`src/rtl/if_prefetch_buffer_pkg.sv`:
```
// Shared types and bus constants for the instruction prefetch buffer.
// Bus encodings and the no-op word mirror the processor's sys_defs values.
package if_prefetch_buffer_pkg;

  localparam logic [1:0]  BUS_NONE  = 2'h0;
  localparam logic [1:0]  BUS_LOAD  = 2'h1;
  localparam logic [31:0] NOOP_INST = 32'h47ff041f;

  typedef struct packed {
    logic [31:0] pc;
    logic [31:0] ir;
  } fetch_entry_t;

  function automatic logic [31:0] word_align(input logic [31:0] addr);
    return {addr[31:2], 2'b00};
  endfunction

endpackage

```
`src/rtl/if_prefetch_buffer_fetch_fifo.sv`:
```
// DEPTH-entry FIFO of {PC, IR} pairs with a combinational head view and a
// flush that empties it in one cycle.
module if_prefetch_buffer_fetch_fifo
  import if_prefetch_buffer_pkg::*;
#(
  parameter int DEPTH = 4
) (
  input  logic                     clk,
  input  logic                     rst,
  input  logic                     flush,
  input  logic                     push,
  input  fetch_entry_t             push_entry,
  input  logic                     pop,
  output fetch_entry_t             head_entry,
  output logic [$clog2(DEPTH):0]   count,
  output logic                     full,
  output logic                     empty
);

  localparam int PW = $clog2(DEPTH);
  localparam int CW = PW + 1;

  fetch_entry_t   mem_reg [DEPTH];
  logic [PW-1:0]  head_reg;
  logic [PW-1:0]  tail_reg;
  logic [CW-1:0]  count_reg;
  logic           do_push;
  logic           do_pop;

  assign empty   = (count_reg == '0);
  assign full    = (count_reg == CW'(DEPTH));
  assign do_push = push && !flush;
  assign do_pop  = pop && !flush && !empty;

  always_ff @(posedge clk or posedge rst) begin
    if (rst) begin
      head_reg  <= '0;
      tail_reg  <= '0;
      count_reg <= '0;
    end else if (flush) begin
      head_reg  <= '0;
      tail_reg  <= '0;
      count_reg <= '0;
    end else begin
      if (do_push) tail_reg <= tail_reg + 1'b1;
      if (do_pop)  head_reg <= head_reg + 1'b1;
      count_reg <= count_reg + CW'(do_push) - CW'(do_pop);
    end
  end

  // Storage carries no reset; only entries between head and tail are ever observed.
  always_ff @(posedge clk) begin
    if (do_push) mem_reg[tail_reg] <= push_entry;
  end

  assign head_entry = mem_reg[head_reg];
  assign count      = count_reg;

endmodule

```
`src/rtl/if_prefetch_buffer.sv`:
```
// Decoupled fetch front end: credit-limited sequential requests, in-order
// response capture into a small FIFO, and redirect flush with response discard.
module if_prefetch_buffer
  import if_prefetch_buffer_pkg::*;
#(
  parameter int          DEPTH    = 4,
  parameter logic [31:0] RESET_PC = 32'h0
) (
  input  logic        clk,
  input  logic        rst,
  input  logic        redirect_valid,
  input  logic [31:0] redirect_pc,
  output logic [31:0] proc2Imem_addr,
  output logic [1:0]  proc2Imem_command,
  input  logic        Imem2proc_ack,
  input  logic        Imem2proc_valid,
  input  logic [31:0] Imem2proc_data,
  output logic        pf_valid,
  output logic [31:0] pf_PC,
  output logic [31:0] pf_NPC,
  output logic [31:0] pf_IR,
  input  logic        pf_ready
);

  localparam int CW = $clog2(DEPTH) + 1;

  logic [31:0]   fetch_pc_reg,    fetch_pc_next;
  logic [31:0]   resp_pc_reg,     resp_pc_next;
  logic [CW-1:0] outstanding_reg, outstanding_next;
  logic [CW-1:0] discard_cnt_reg, discard_cnt_next;

  logic [CW-1:0] fifo_count;
  logic          fifo_full;
  logic          fifo_empty;
  logic          fifo_push;
  logic          fifo_pop;
  fetch_entry_t  head_entry;
  fetch_entry_t  push_entry;

  logic [CW:0]   credits_used;
  logic          issue;
  logic          req_fire;

  // Buffered entries plus requests in flight may never exceed DEPTH.
  assign credits_used = {1'b0, fifo_count} + {1'b0, outstanding_reg};
  assign issue        = !rst && !redirect_valid && (credits_used < (CW+1)'(DEPTH));
  assign req_fire     = issue && Imem2proc_ack;

  assign proc2Imem_command = issue ? BUS_LOAD : BUS_NONE;
  assign proc2Imem_addr    = fetch_pc_reg;

  assign fifo_push  = Imem2proc_valid && !redirect_valid && (discard_cnt_reg == '0);
  assign fifo_pop   = pf_valid && pf_ready && !redirect_valid;
  assign push_entry = '{pc: resp_pc_reg, ir: Imem2proc_data};

  always_comb begin
    fetch_pc_next    = fetch_pc_reg;
    resp_pc_next     = resp_pc_reg;
    outstanding_next = outstanding_reg;
    discard_cnt_next = discard_cnt_reg;
    if (redirect_valid) begin
      // A response landing in the redirect cycle belongs to the old path and is dropped here.
      fetch_pc_next    = word_align(redirect_pc);
      resp_pc_next     = word_align(redirect_pc);
      outstanding_next = outstanding_reg - CW'(Imem2proc_valid);
      discard_cnt_next = outstanding_reg - CW'(Imem2proc_valid);
    end else begin
      if (req_fire) fetch_pc_next = fetch_pc_reg + 32'd4;
      if (Imem2proc_valid) begin
        if (discard_cnt_reg != '0) discard_cnt_next = discard_cnt_reg - 1'b1;
        else                       resp_pc_next     = resp_pc_reg + 32'd4;
      end
      outstanding_next = outstanding_reg + CW'(req_fire) - CW'(Imem2proc_valid);
    end
  end

  always_ff @(posedge clk or posedge rst) begin
    if (rst) begin
      fetch_pc_reg    <= RESET_PC;
      resp_pc_reg     <= RESET_PC;
      outstanding_reg <= '0;
      discard_cnt_reg <= '0;
    end else begin
      fetch_pc_reg    <= fetch_pc_next;
      resp_pc_reg     <= resp_pc_next;
      outstanding_reg <= outstanding_next;
      discard_cnt_reg <= discard_cnt_next;
    end
  end

  if_prefetch_buffer_fetch_fifo #(
    .DEPTH (DEPTH)
  ) u_fetch_fifo (
    .clk        (clk),
    .rst        (rst),
    .flush      (redirect_valid),
    .push       (fifo_push),
    .push_entry (push_entry),
    .pop        (fifo_pop),
    .head_entry (head_entry),
    .count      (fifo_count),
    .full       (fifo_full),
    .empty      (fifo_empty)
  );

  assert property (@(posedge clk) disable iff (rst) !(fifo_push && fifo_full));

  assign pf_valid = !fifo_empty;
  assign pf_PC    = pf_valid ? head_entry.pc : 32'h0;
  assign pf_NPC   = pf_PC + 32'd4;
  assign pf_IR    = pf_valid ? head_entry.ir : NOOP_INST;

endmodule
```
`config.mk`:
```
export PLATFORM = sky130hd
export DESIGN_NAME = if_prefetch_buffer
export DESIGN_NICKNAME = d
export VERILOG_FILES = /design/src/rtl/if_prefetch_buffer_pkg.sv /design/src/rtl/if_prefetch_buffer_fetch_fifo.sv /design/src/rtl/if_prefetch_buffer.sv
export SDC_FILE = /design/constraint.sdc
export NUM_CORES = 1
export LEC_CHECK = 0
export ABC_AREA = 1
export CORE_MARGIN = 2
export CORE_UTILIZATION = 45
export DETAILED_ROUTE_END_ITERATION = 10
export PLACE_DENSITY = 0.65
export SETUP_SLACK_MARGIN = 0.02
export SYNTH_ARGS = -nofsm -noshare
export SYNTH_HDL_FRONTEND = slang
export SYNTH_SLANG_ARGS = --single-unit
```
`constraint.sdc`:
```
create_clock -name clk -period 5.85 [get_ports clk]
set_input_delay 0.8775 -clock clk [delete_from_list [all_inputs] [get_ports clk]]
set_output_delay 0.8775 -clock clk [all_outputs]
set_load 0.005 [all_outputs]
```
==> impl_metrics.env <==
export IMPL_synth_top_cell_area_share_pct=46.9
export IMPL_coreArea_mm2=0.0346
export IMPL_stdcell_count=2366
export IMPL_worst_pin_slew_ps=967
export IMPL_grt_util_all_layers_pct=22.5
export IMPL_hold_class="flop to flop"
export IMPL_gr_total_overflow=0
export IMPL_ys_seq_elements=321
export IMPL_met3WireLength_mm=2.74
export IMPL_die_w_um=192
export IMPL_synth_seq_area_share_pct=58.4
export IMPL_root_buffer="clkbuf_16"
export IMPL_grt_pass1_wl_mm=64.2
export IMPL_die_y_um=192
export IMPL_p_seq_share_pct=37.9
export IMPL_drive_gt1_share_pct=7.23
export IMPL_clock_latency_ps=530
export IMPL_vias=12326
export IMPL_antenna_found_initial=1
export IMPL_initial_utilization_pct=45.9
export IMPL_crit_path_end_kind="primary output"
export IMPL_largest_register_ff_count=248
export IMPL_yosysWarnings=0
export IMPL_h_tree_depth=2
export IMPL_synth_cell_type_count=42
export IMPL_finalSetupTns_ps=0
export IMPL_yosysTopAreaCell="edfxtp_1"
export IMPL_met1Wirelength_mm=18.5
export IMPL_path_max_fanout=62
export IMPL_status="completed"
export IMPL_dr_wl_met2_mm=19.1
export IMPL_syn_area_per_cell_um2=9.30
export IMPL_cts_sinks=321
export IMPL_totalWireLength_mm=41.2
export IMPL_power_density_mw_per_mm2=403
export IMPL_grt_pass1_vias=11926
export IMPL_skew_ps=15.8
export IMPL_fillers=3077
export IMPL_holdWs_ps=482
export IMPL_required_ps=4970
export IMPL_p_leak_nw=7.49
export IMPL_dpl_cell_count=2303
export IMPL_synthMostInstantiatedCell="nand2_1"
export IMPL_hold_buffers=0
export IMPL_nets=1974
export IMPL_r2r_setup_slack_ps=2480
export IMPL_synth_common_cells="nand2_1, edfxtp_1, nor2_1"
export IMPL_netSwitchingFraction_pct=34.4
export IMPL_rsz0062_at_grt="no"
export IMPL_synth_area_top_cells="edfxtp_1, dfrtp_1, nand2_1"
export IMPL_maxCapViolCount=0
export IMPL_port_buffers=191
export IMPL_final_max_slew_violation_count=0
export IMPL_synth_async_reset_ratio_pct=22.7
export IMPL_top_layer_used="met4"
export IMPL_drc_errors=0
export IMPL_wl_per_cell_um=17.4
export IMPL_gp_congestion=0.921
export IMPL_viasPerCell=5.21
export IMPL_postCtsSetupRepairBufs=0
export IMPL_synth_ff_type="edfxtp_1"
export IMPL_max_freq_ghz=0.204
export IMPL_syn_inst=1708
export IMPL_cts_tree="done"
export IMPL_synthToLayoutAreaGrowth_pct=20.9
export IMPL_hold_viol=0
export IMPL_dr_pass1_iters=5
export IMPL_rows=68
export IMPL_cp_start_kind="flop"
export IMPL_ant_nets=0
export IMPL_cts_buffer_depth=3
export IMPL_internal_power_mw=5.07
export IMPL_dp_hpwl_mm=27.6
export IMPL_io_pins=201
export IMPL_worstPathArrival_ps=4030
export IMPL_layout_setup_ws_ps=946
export IMPL_path_clk_slew_ps=60
export IMPL_finalSetupViolCount=0
export IMPL_ctsResizeCount=0
export IMPL_drt_initial_drc_count=956
export IMPL_pre_cts_ws_ps=1420
export IMPL_comb_power_share_pct=35.1
export IMPL_relSlewSlack_pct=35.5
export IMPL_synth_enable_flop_cells=248
export IMPL_cts_buffers=35
export IMPL_fin_crit_ps=4900
export IMPL_syn_area_mm2=0.0159
export IMPL_switchingPower_mw=2.66
export IMPL_p_clk_share_pct=27.0
export IMPL_worst_ir_drop_vdd_mv=0.232
export IMPL_worst_setup_path_type="flop to primary output"
export IMPL_finalCritPeriodShare_pct=83.8
export IMPL_die_area_mm2=0.0368
export IMPL_grt_max_degree=74
==> path summary, 6_finish.rpt <==
kind	start	endpoint	cells after the start
min in group asynchronous	rst	outstanding_reg[2]$_DFF_PP0_	3
worst max register to register	discard_cnt_reg[0]$_DFFE_PP0P_	u_fetch_fifo.mem_reg[3][31]$_DFFE_PP_	7
worst min-delay path	discard_cnt_reg[0]$_DFFE_PP0P_	discard_cnt_reg[0]$_DFFE_PP0P_	2
max in group asynchronous	rst	u_fetch_fifo.head_reg[0]$_DFFE_PP0P_	3
worst min register to register	discard_cnt_reg[0]$_DFFE_PP0P_	discard_cnt_reg[0]$_DFFE_PP0P_	2
worst max-delay path	u_fetch_fifo.head_reg[0]$_DFFE_PP0P_	pf_NPC[28]	15
==> cell families after synthesis <==
family / share of synthesized area [%]
compound gates: 6.64
xor+xnor: 1.76
fa+ha+maj: 1.59
buf+inv: 6.33
flops: 58.4
other cells: 0.0236
simple gates: 25.3
==> power by group through the flow <==
| stage | combinational, mW | clock, mW | sequential [mW] |
|---|---|---|---|
| 6_report | 2.71 | 2.09 | 2.93 |
| 5_1_grt | 3.00 | 2.21 | 2.96 |
| 3_5_place_dp | 2.73 | 0 | 2.97 |
| 2_1_floorplan | 1.53 | 0 | 2.86 |
| 3_3_place_gp | 2.70 | 0 | 2.96 |
| 4_1_cts | 2.74 | 2.12 | 2.93 |
==> worst max-delay path, stage by stage, from the launching register on <==
cell and delay [ps]:
dfrtp_4 740, inv_8 390, nand2_1 90, nand2_1 80, nand2_1 60, o21ai_2 110, nand2_2 120, inv_1 100
ha_1 290, inv_1 140, nor3_2 360, nand3_1 240, nor2_1 150, nand2_1 50, nand2_1 60, clkdlybuf4s50_1 500
==> layer usage <==
metal / vias to the layer above / track usage [%]
li1: 6057 / -
met1: 5798 / 31.7
met2: 401 / 36.5
met3: 70 / 3.14
met4: 0 / 6.07
met5: - / 0
==> area by class of cell <==
type | count | area, um^2 | area share [%]
tap | 455 | 569 | 2.96
antenna | 1 | 2.50 | 0.0130
multi-input combinational | 1171 | 5660 | 29.5
clock inverter | 16 | 134 | 0.697
clock buffer | 46 | 938 | 4.89
inverter | 149 | 567 | 2.95
timing repair buffer | 207 | 2050 | 10.7
sequential | 321 | 9280 | 48.3
==> cell usage in the layout, fill, tap and decap left out, types with 11 or more instances in the layout <==
cell               n
nor3_1            20
xor2_1            24
ha_1              17
buf_4             14
nand2_1          455
inv_1            136
nand4_1           23
clkdlybuf4s50_1  190
inv_2             11
edfxtp_1         248
nor2_1           239
nor2_4            11
dfrtp_1           71
a21oi_1           42
nand2_2           11
o211ai_1          20
o311ai_0          20
nor2_2            22
clkbuf_16         36
o21ai_0           82
nand3_1          129
==> stage by stage <==
stage / util (%) / power [mW] / area [um^2]
floorplan: - / 4.39 / 15900
global placement: 52.3 / 5.66 / 18100
detailed placement: 52.3 / 5.70 / 18100
CTS: 55.4 / 7.79 / 19200
global route: 55.5 / 8.16 / 19200
finish: 55.5 / 7.73 / 19200
(Power assumes the default switching activity.)
